`src/rtl/demux_pkg.sv`:
```
// Shared definitions for the registered 1-to-8 demultiplexer.
//   NUM_CH           : number of output channels
//   SEL_W            : width of the channel select
//   DEFAULT_BUSWIDTH : default data width
//   slot_state_t     : per-channel slot occupancy
//   sel_decode()     : select -> one-hot channel mask
package demux_pkg;

    localparam int unsigned NUM_CH           = 8;
    localparam int unsigned SEL_W            = 3;
    localparam int unsigned DEFAULT_BUSWIDTH = 32;

    typedef enum logic {
        SLOT_EMPTY = 1'b0,
        SLOT_FULL  = 1'b1
    } slot_state_t;

    function automatic logic [NUM_CH-1:0] sel_decode(input logic [SEL_W-1:0] sel);
        return NUM_CH'(1) << sel;
    endfunction

endpackage

```
`src/rtl/demux_slot.sv`:
```
// One-entry output slot for a single demux channel.
//   clk       : clock, rising edge
//   rst_n     : synchronous active-low reset
//   load      : input transfer addressed to this channel
//   wdata     : word to store on load
//   out_ready : consumer takes the word this cycle
//   out_valid : slot holds a word
//   out_data  : slot contents (holds last value while empty)
module demux_slot
    import demux_pkg::*;
#(
    parameter int unsigned buswidth = DEFAULT_BUSWIDTH
) (
    input  logic                clk,
    input  logic                rst_n,
    input  logic                load,
    input  logic [buswidth-1:0] wdata,
    input  logic                out_ready,
    output logic                out_valid,
    output logic [buswidth-1:0] out_data
);

    slot_state_t         state;
    slot_state_t         state_next;
    logic [buswidth-1:0] data_q;

    always_ff @(posedge clk) begin
        if (!rst_n) begin
            state  <= SLOT_EMPTY;
            data_q <= '0;
        end else begin
            state <= state_next;
            if (load) begin
                data_q <= wdata;
            end
        end
    end

    // A load always wins over a drain: a full slot drained and refilled in
    // the same cycle stays full with the new word.
    always_comb begin
        state_next = state;
        case (state)
            SLOT_EMPTY: begin
                if (load) begin
                    state_next = SLOT_FULL;
                end
            end
            SLOT_FULL: begin
                if (load) begin
                    state_next = SLOT_FULL;
                end else if (out_ready) begin
                    state_next = SLOT_EMPTY;
                end
            end
            default: state_next = SLOT_EMPTY;
        endcase
    end

    assign out_valid = (state == SLOT_FULL);
    assign out_data  = data_q;

endmodule

```
`src/rtl/demux8_reg.sv`:
```
// Registered 1-to-8 demultiplexer with a one-entry slot per channel.
//   clk, rst_n                : clock, synchronous active-low reset
//   in_valid/in_ready         : producer handshake
//   in_select, in_data        : destination channel and word
//   out_valid[k]/out_ready[k] : per-channel consumer handshake
//   out_data0..out_data7      : per-channel slot contents
module demux8_reg
    import demux_pkg::*;
#(
    parameter int unsigned buswidth = DEFAULT_BUSWIDTH,
    parameter int unsigned selwidth = SEL_W
) (
    input  logic                clk,
    input  logic                rst_n,
    input  logic                in_valid,
    output logic                in_ready,
    input  logic [selwidth-1:0] in_select,
    input  logic [buswidth-1:0] in_data,
    output logic [NUM_CH-1:0]   out_valid,
    input  logic [NUM_CH-1:0]   out_ready,
    output logic [buswidth-1:0] out_data0,
    output logic [buswidth-1:0] out_data1,
    output logic [buswidth-1:0] out_data2,
    output logic [buswidth-1:0] out_data3,
    output logic [buswidth-1:0] out_data4,
    output logic [buswidth-1:0] out_data5,
    output logic [buswidth-1:0] out_data6,
    output logic [buswidth-1:0] out_data7
);

    logic [NUM_CH-1:0]   load;
    logic                in_fire;
    logic [buswidth-1:0] slot_data [NUM_CH];

    // Readiness looks only at the addressed slot, so a stalled consumer
    // blocks only words headed for its own channel.
    assign in_ready = rst_n && (!out_valid[in_select] || out_ready[in_select]);
    assign in_fire  = in_valid && in_ready;
    assign load     = in_fire ? sel_decode(in_select) : '0;

    for (genvar k = 0; k < NUM_CH; k++) begin : g_slot
        demux_slot #(
            .buswidth(buswidth)
        ) u_slot (
            .clk      (clk),
            .rst_n    (rst_n),
            .load     (load[k]),
            .wdata    (in_data),
            .out_ready(out_ready[k]),
            .out_valid(out_valid[k]),
            .out_data (slot_data[k])
        );
    end

    assign out_data0 = slot_data[0];
    assign out_data1 = slot_data[1];
    assign out_data2 = slot_data[2];
    assign out_data3 = slot_data[3];
    assign out_data4 = slot_data[4];
    assign out_data5 = slot_data[5];
    assign out_data6 = slot_data[6];
    assign out_data7 = slot_data[7];

endmodule

```
`config.mk`:
```
export PLATFORM = sky130hd
export DESIGN_NAME = demux8_reg
export DESIGN_NICKNAME = d
export VERILOG_FILES = /design/src/rtl/demux_pkg.sv /design/src/rtl/demux_slot.sv /design/src/rtl/demux8_reg.sv
export SDC_FILE = /design/constraint.sdc
export NUM_CORES = 1
export LEC_CHECK = 0
export BUFFER_PORTS_ARGS = -buffer_cell sky130_fd_sc_hd__buf_4
export CORE_ASPECT_RATIO = 1.25
export CORE_MARGIN = 8
export CORE_UTILIZATION = 43
export CTS_BUF_LIST = sky130_fd_sc_hd__clkbuf_16
export DETAILED_ROUTE_END_ITERATION = 7
export PLACE_DENSITY = 0.68
export SYNTH_ARGS = -nofsm -noshare
export SYNTH_HDL_FRONTEND = slang
export SYNTH_HIERARCHICAL = 1
export SYNTH_SLANG_ARGS = --single-unit
```
`constraint.sdc`:
```
create_clock -name clk -period 4.8 [get_ports clk]
set_clock_uncertainty 0.15 [all_clocks]
set_input_delay 0.48 -clock clk [delete_from_list [all_inputs] [get_ports clk]]
set_output_delay 0.48 -clock clk [all_outputs]
set_load 0.01 [all_outputs]
```
### After elaboration in Yosys (flattened, before gate mapping)

Cells that the tools add are included.

| word-level totals | value |
|---|---|
| bits in registers | 264 |
| input bits | 46 |
| output and inout port bits | 265 |
| logic and storage cells | 67 |

| operators by class | value |
|---|---|
| order comparisons | 1 |
| shift operators | 1 |
| muxes and demuxes | 37 |
| bitwise operators | 8 |
| reduce and logical (&&, ||, !) cells | 4 |

Operator list:

| kind | number |
|---|---|
| $mux W1 | 26 |
| $pmux W1 S2 | 8 |
| $mux W8 | 1 |
| $not A1 Y1 | 8 |
| $shl A1 B3 Y8 const A | 1 |
| $bmux W1 S3 | 2 |
| $lt A3 B4 Y1 const B | 1 |
| $logic_and A1 B1 Y1 | 2 |
| $logic_not A1 Y1 | 1 |
| $logic_or A1 B1 Y1 | 1 |

### Depth between registers and ports, before layout

Gate-level depths: netlist of run 1.

| logic depth | value |
|---|---|
| depth after elaboration | 9 |
| gate-level depth with buffers | 8 |
| mapped depth without buffers | 5 |

### Cells and area by module

The synthesis of run 1 kept the hierarchy.

Modules (own cells, without submodules):

| module | times used | cells an instance | area an instance (sq um) | sequential area each (sq um) |
|---|---|---|---|---|
| demux_slot | 8 | 106 | 1277.5 | 660.6 |
| demux8_reg | 1 | 28 | 229.0 | 0.0 |

### Worst setup path after synthesis of run 1

OpenSTA, ideal clock, no wires.

| timing path | value |
|---|---|
| kind | in2reg |
| start | input port in_select[1] |
| end | register g_slot[0].u_slot.data_q[0] |
| setup time | 0.116 ns |
| arrival | 1.713 ns |
| required time | 4.534 ns |
| setup slack | 2.821 ns |
| stages | 7 |
| buffers on the path | 3 |
| path through | buf_2 -> or3b_1 -> nor3_1 -> buf_6 -> buf_12 -> mux2i_1 -> nor2b_1 |

| on the way | value |
|---|---|
| longest elaborated chain between the ends | 7 |
| elaborated cells between the ends (all ways) | 10 |
| classes of those cells | shift (1); mux (5); reduce/logical (4) |

Ends and longest elaborated chain:

| element | line | text |
|---|---|---|
| start: declaration | demux8_reg.sv:17 | `input logic [selwidth-1:0] in_select,` |
| $bmux W1 S3 | demux8_reg.sv:37 | `assign in_ready = rst_n && (!out_valid[in_select] \|\| out_ready[in_select]);` |
| $mux W1 (not written as such) | demux8_reg.sv:37 |  |
| $logic_not A1 Y1 | demux8_reg.sv:37 |  |
| $logic_or A1 B1 Y1 | demux8_reg.sv:37 |  |
| $logic_and A1 B1 Y1 | demux8_reg.sv:37 |  |
| $logic_and A1 B1 Y1 | demux8_reg.sv:38 | `assign in_fire = in_valid && in_ready;` |
| $mux W8 * | demux8_reg.sv:39 | `assign load = in_fire ? sel_decode(in_select) : '0;` |
| via load[0] | demux8_reg.sv:31 | `logic [NUM_CH-1:0] load;` |
| end signal: assignment | demux_slot.sv:34 | `data_q <= wdata;` |
| end: declaration | demux_slot.sv:25 | `logic [buswidth-1:0] data_q;` |

Mark *: on every way through the listed nets, which the timed path passes. The rest lies on a longest branch. The select of a mux whose other input is x is not followed.
A chain may end at the register's enable or synchronous reset.

### Worst setup path after layout of run 1

| timing path | value |
|---|---|
| start | input port rst_n |
| end | register g_slot[2].u_slot.data_q[2] |

| on the way | value |
|---|---|
| longest elaborated chain between the ends | 3 |

Ends and longest elaborated chain:

| element | line | text |
|---|---|---|
| start: declaration | demux8_reg.sv:14 | `input logic rst_n,` |
| $logic_and A1 B1 Y1 | demux8_reg.sv:37 |  |
| $logic_and A1 B1 Y1 | demux8_reg.sv:38 |  |
| $mux W8 | demux8_reg.sv:39 |  |
| via load[2] | demux8_reg.sv:31 |  |
| end signal: assignment | demux_slot.sv:34 |  |
| end: declaration | demux_slot.sv:25 |  |

The timed path passes the listed nets, and every way through them passes these cells.

==> results of run 1 <==
[tightest hold or removal path, cell delays in order]
cell and delay (ns):
buf_4 0.08, nor2b_1 0.04, o21a_1 0.15
[layout by cell type, fill, tap and decap left out, types with 2 or more instances in the layout]
cell / instances
clkbuf_16: 27
clkinvlp_4: 2
nor2b_1: 264
clkinv_1: 8
mux2i_1: 256
clkinv_2: 4
bufinv_16: 2
nand4b_1: 2
buf_12: 2
or3b_1: 2
nor3_2: 4
inv_1: 5
nand3b_1: 4
buf_4: 321
dfxtp_1: 264
o21a_1: 8
nor2_4: 2
[layer usage]
| metal | vias up | track usage (%) |
|---|---|---|
| met3 | 48 | 7.05 |
| met5 | - | 0 |
| met4 | 0 | 5.98 |
| met1 | 3356 | 22.1 |
| li1 | 3515 | - |
| met2 | 231 | 33.8 |
[synth_stat cells]
| master | n | area share, % |
|---|---|---|
| nand4bb_1 | 1 | 0.11 |
| nor4b_2 | 1 | 0.14 |
| o21a_1 | 8 | 0.57 |
| buf_2 | 1 | 0.048 |
| nor2b_1 | 264 | 16 |
| nor2_1 | 2 | 0.072 |
| nor3_1 | 4 | 0.19 |
| nand4_1 | 1 | 0.060 |
| nand3b_1 | 4 | 0.29 |
| o32ai_1 | 1 | 0.084 |
| a21oi_4 | 1 | 0.16 |
| nand4b_1 | 2 | 0.17 |
| nor4bb_1 | 1 | 0.096 |
| mux2i_1 | 256 | 25 |
| buf_6 | 9 | 0.97 |
| nor4_1 | 1 | 0.060 |
| or3b_4 | 1 | 0.11 |
| a21oi_2 | 1 | 0.084 |
| buf_12 | 24 | 4.6 |
| nand3_2 | 1 | 0.096 |
| or3b_1 | 2 | 0.17 |
| nand3_1 | 1 | 0.048 |
| clkbuf_1 | 24 | 0.86 |
| nand3b_2 | 1 | 0.11 |
| dfxtp_1 | 264 | 51 |
[final cells by class]
class                           instances  area (um2)
Multi-Input combinational cell        554        4540
Tap cell                              330         413
Timing Repair Buffer                  324        2460
Clock inverter                         23         164
Clock buffer                           27         676
Sequential cell                       264        5290
Fill cell                            2200       10600
[flip-flops by register name, summed over array words and instances (netlist names)]
| register | flops |
|---|---|
| g_slot.u_slot/out_data | 256 |
| g_slot.u_slot/out_valid | 8 |
[path summary, 6_finish.rpt]
kind	end	start	cells after the start	slack (ns)
worst max register to register	g_slot[2].u_slot/out_data[2]$_SDFFE_PN0P_	g_slot[1].u_slot/out_valid$_SDFF_PN0_	6	2.13
worst min register to register	g_slot[0].u_slot/out_data[9]$_SDFFE_PN0P_	g_slot[0].u_slot/out_data[9]$_SDFFE_PN0P_	2	0.36
worst min-delay path	g_slot[7].u_slot/out_valid$_SDFF_PN0_	out_ready[7]	3	0.12
worst max-delay path	g_slot[2].u_slot/out_data[2]$_SDFFE_PN0P_	rst_n	6	2.09
[logic make-up after synthesis]
family,after synthesis,share of synthesized area [%]
buffers and inverters,58,6.48
muxes,256,24.5
and+or+nand+nor,287,17.5
AOI/OAI and AO/OA,11,0.898
DFF,264,50.6
[power breakdown]
part	internal [mW]	total, mW	switching [mW]
Sequential	2.22	2.24	0.0160
Combinational	0.134	0.289	0.155
Clock	1.13	2.00	0.869
Total	3.48	4.53	1.04
[through the flow]
| step | std cells | utilization (%) | cell area, um2 |
|---|---|---|---|
| after floorplan | 876 | - | 10400 |
| after global placement | 1472 | 52.5 | 12700 |
| after detailed placement | 1472 | 52.5 | 12700 |
| after CTS | 1522 | 56.0 | 13500 |
| after global routing | 1522 | 56.0 | 13500 |
| final | 1522 | 56.0 | 13500 |
==> out/results.tsv, run 1 <==
metric	value	unit
Top delay family on crit path	simple AND/OR/NAND/NOR gates	
Place WS	1.59	ns
CTS clk-pin slew, worst paths	0.06	ns
power per cell area	334	nW/um2
IO Pins	311	
vias in the first global route	7311	
initial antenna violation count	0	
Syn Std Cell Area	10400	um2
Max-cap violations	0	
initial core utilization	43.2	%
CTS tree	yes	
worst setup path class	input pin to flop	
CP max FO	79	
Die H	190	um
Hold WC Path Type	input pin to flop	
final critical-path setup slack	2.09	ns
Yosys Warn Count	6	
Antenna Violating Nets Remaining	0	
overall power	4.53	mW
unrepaired setup endpoints after global routing	no	
Residual DRC	0	
Area Overhead vs Synth	29.5	%
GPL Wtd Cong	0.744	
Pleak	5.05	nW
# setup viols final	0	
GR Util All Layers	19.5	%
register area share after synthesis	50.6	%
Worst EP required	5.06	ns
status	finished, final reports clean	
grt total ovfl	0	
Hold Fails Final Rpt	0	
DPL Wire Length	21.7	mm
Worst VDD drop	0.259	mV
H-Tree Depth	1	
Slew @ Worst Pin	1.22	ns
wire length on met2	14.6	mm
CP max stage delay	1.04	ns
Synthesized Nets	922	
hold_ws	0.116	ns
CTS max path bufs	3	
slowest cell on the critical path	nor4_2	
Tcrit/Tclk final	56.4	%
PortBufs	310	
Die X-Extent	155	um
max-slew violation count	0	
critical path startpoint category	input pin	
Post-Synthesis Cells	876	
Highest Signal Layer	met4	
Post-CTS Hold Fix Bufs	0	
DR pass1 iterations	4	
WL/cell	20.0	um
core footprint	24200	um2
n_diodes	0	
Post-Syn Area per Cell	11.9	um2
Slew HR	18.1	%
Clock Latency Late Sink	0.53	ns
Tmin final	2.71	ns
num rows	64	
setup TNS	0	ns
Yosys cell types	25	
die area	29600	um2
fin nets	1217	
crit path capture type	flop	
Achievable Freq	369	MHz
worst path cell trace	buf_6 -> nand3b_2 -> nor4_2 -> buf_4 -> mux2i_1 -> nor2b_1	
clk root buf	clkbuf_16	
Worst EP arrival	2.96	ns
DR vias/cell	4.70	
Setup Fix Bufs, Post-CTS	0	
CTS sink cnt	264	
met3 routed WL	2.68	mm
share of cells above drive strength 1	31.4	%
M1 wire length	12.2	mm
worst path bufs/invs	2	
Iter 0 DRT Violations	248	
FF+latch count, synth	264	
first-pass GRT wire length	45.1	mm
largest net degree at the start of global routing	113	
total CTS buffers	27	
post-CTS sizing	0	
via count	7150	
final wirelength	30.4	mm
Power figures use the tool's default switching activity.
==> run 2, diff against run 1 <==
--- a/config.mk
+++ b/config.mk
@@ -11,7 +11,7 @@
 export CORE_UTILIZATION = 43
 export CTS_BUF_LIST = sky130_fd_sc_hd__clkbuf_16
 export DETAILED_ROUTE_END_ITERATION = 7
-export PLACE_DENSITY = 0.68
+export PLACE_DENSITY = 0.71
 export SYNTH_ARGS = -nofsm -noshare
 export SYNTH_HDL_FRONTEND = slang
 export SYNTH_HIERARCHICAL = 1
==> constraint.sdc (replaced) <==
create_clock -name clk -period 2.4 [get_ports clk]
set_clock_uncertainty 0.15 [all_clocks]
set_input_delay 0.24 -clock clk [delete_from_list [all_inputs] [get_ports clk]]
set_output_delay 0.24 -clock clk [all_outputs]
set_load 0.01 [all_outputs]
==> out/results.tsv, run 2 (synthesis results as in run 1) <==
metric	value	unit	change
DPL Wire Length	21.5	mm	was 21.7 mm
first-pass GRT wire length	46.4	mm	was 45.1 mm
Die H	190	um	unchanged
Comb pwr share	6.9	%	was 6.4%
vias in the first global route	7482		was 7311
clk root buf	clkbuf_16		unchanged
H-Tree Depth	1		unchanged
final instance area	14000	um2	was 13500 um2
commonest cells after routing, fill and taps aside	buf_4, nor2b_1, dfxtp_1		unchanged
crit path capture type	output port		was flop
Worst VDD drop	0.546	mV	was 0.259 mV
largest net degree at the start of global routing	167		was 113
share of cells above drive strength 1	30.6	%	was 31.4%
GR Util All Layers	20.1	%	was 19.5%
initial core utilization	43.2	%	unchanged
fin nets	1261		was 1217
most common cell after layout, fill and taps aside	buf_4		unchanged
DP Cell Count	1476		was 1472
hold_ws	0.189	ns	was 0.116 ns
IO Pins	311		unchanged
grt total ovfl	0		unchanged
Pleak	5.27	nW	was 5.05 nW
critical path startpoint category	input pin		unchanged
DR pass1 iterations	4		unchanged
switch share	22.5	%	was 23.0%
DR vias/cell	4.68		was 4.70
WL/cell	19.9	um	was 20.0 um
Place WS	0.171	ns	was 1.59 ns
fillcell total	2102		was 2200
CP max FO	4		was 79
Area Overhead vs Synth	33.8	%	was 29.5%
Hold WC Path Type	input pin to flop		unchanged
Slew @ Worst Pin	0.834	ns	was 1.22 ns
Antenna Violating Nets Remaining	0		unchanged
worst setup path class	input pin to output port		was input pin to flop
final critical-path setup slack	0.103	ns	was 2.09 ns
CTS max path bufs	3		unchanged
via count	7318		was 7150
total CTS buffers	27		unchanged
Tmin final	2.30	ns	
PortBufs	310		unchanged
core footprint	24200	um2	unchanged
Setup Fix Bufs, Post-CTS	0		unchanged
setup TNS	0	ns	unchanged
n_diodes	0		unchanged
post-CTS sizing	0		unchanged
CTS clk-pin slew, worst paths	0.06	ns	about the same
Worst EP arrival	1.91	ns	was 2.96 ns
Placed Area	12700	um2	about the same
unrepaired setup endpoints after global routing	no		unchanged
Core Util, Final	57.8	%	was 56.0%
status	finished, final reports clean		unchanged
Worst EP required	2.01	ns	was 5.06 ns
Psw	2.06	mW	was 1.04 mW
Clock Latency Late Sink	0.52	ns	was 0.53 ns
Internal	7.10	mW	was 3.48 mW
power per cell area	656	nW/um2	was 334 nW/um2
sequential share of power	48.8	%	was 49.4%
final wirelength	31.1	mm	was 30.4 mm
Tcrit/Tclk final	95.7	%	
Iter 0 DRT Violations	240		was 248
die area	29600	um2	unchanged
Hold Fails Final Rpt	0		unchanged
CTS tree	yes		unchanged
max reg flops	256		unchanged
GPL Wtd Cong	0.779		was 0.744
Die X-Extent	155	um	unchanged
num rows	64		unchanged
# setup viols final	0		unchanged
clock power share	44.3	%	was 44.2%
initial antenna violation count	0		unchanged
Achievable Freq	435	MHz	
Max-cap violations	0		unchanged
overall power	9.17	mW	was 4.53 mW
max-slew violation count	0		unchanged
Residual DRC	0		unchanged
CTS sink cnt	264		unchanged
final std cells w/o fill	1564		was 1522
Slew HR	44.4	%	was 18.1%
[run 2: repair_timing]
| item | in CTS | in global routing |
|---|---|---|
| hold buffers | 40 | 0 |
| endpoints found under the hold margin | 264 | 0 |
| setup endpoints to repair | 0 | 0 |
[run 2: power by group through the flow]
stage	combinational (mW)	clock (mW)	sequential, mW
after floorplan	0.271	0	4.59
after global placement	0.588	0	4.57
after detailed placement	0.591	0	4.57
after CTS	0.643	4.17	4.47
after global routing	0.678	4.34	4.48
final	0.637	4.06	4.47
[run 2: routing by layer]
metal | vias up | share of wire, % | track usage, %
met1 | 3446 | 41 | 23.2
met3 | 46 | 8.6 | 7.23
li1 | 3601 | - | -
met4 | 0 | 2.2 | 5.65
met5 | - | 0 | 0
met2 | 225 | 48 | 34.3
[run 2: worst max-delay path, stage by stage]
cell and delay [ns]:
dlygate4sd3_1 0.54, buf_4 0.16, or3b_4 0.38, a21oi_4 0.25
o32ai_1 0.15, buf_4 0.18
[run 2: layout make-up]
| class | instances | area [um2] | share of cell area [%] |
|---|---|---|---|
| clock buffer | 27 | 676 | 4.83 |
| clock inverter | 21 | 169 | 1.21 |
| multi-input combinational | 554 | 4540 | 32.4 |
| timing repair buffer | 368 | 2900 | 20.8 |
| tap | 330 | 413 | 2.95 |
| sequential | 264 | 5290 | 37.8 |
[run 2: path summary, 6_finish.rpt]
| kind | cells after the start | slack [ns] | startpoint | end |
|---|---|---|---|---|
| worst min register to register | 2 | 0.37 | g_slot[7].u_slot/out_data[10]$_SDFFE_PN0P_ | g_slot[7].u_slot/out_data[10]$_SDFFE_PN0P_ |
| worst max register to register | 6 | 0.35 | g_slot[3].u_slot/out_valid$_SDFF_PN0_ | g_slot[2].u_slot/out_data[15]$_SDFFE_PN0P_ |
| worst max-delay path | 6 | 0.10 | out_ready[4] | in_ready |
| worst min-delay path | 3 | 0.19 | rst_n | g_slot[3].u_slot/out_valid$_SDFF_PN0_ |
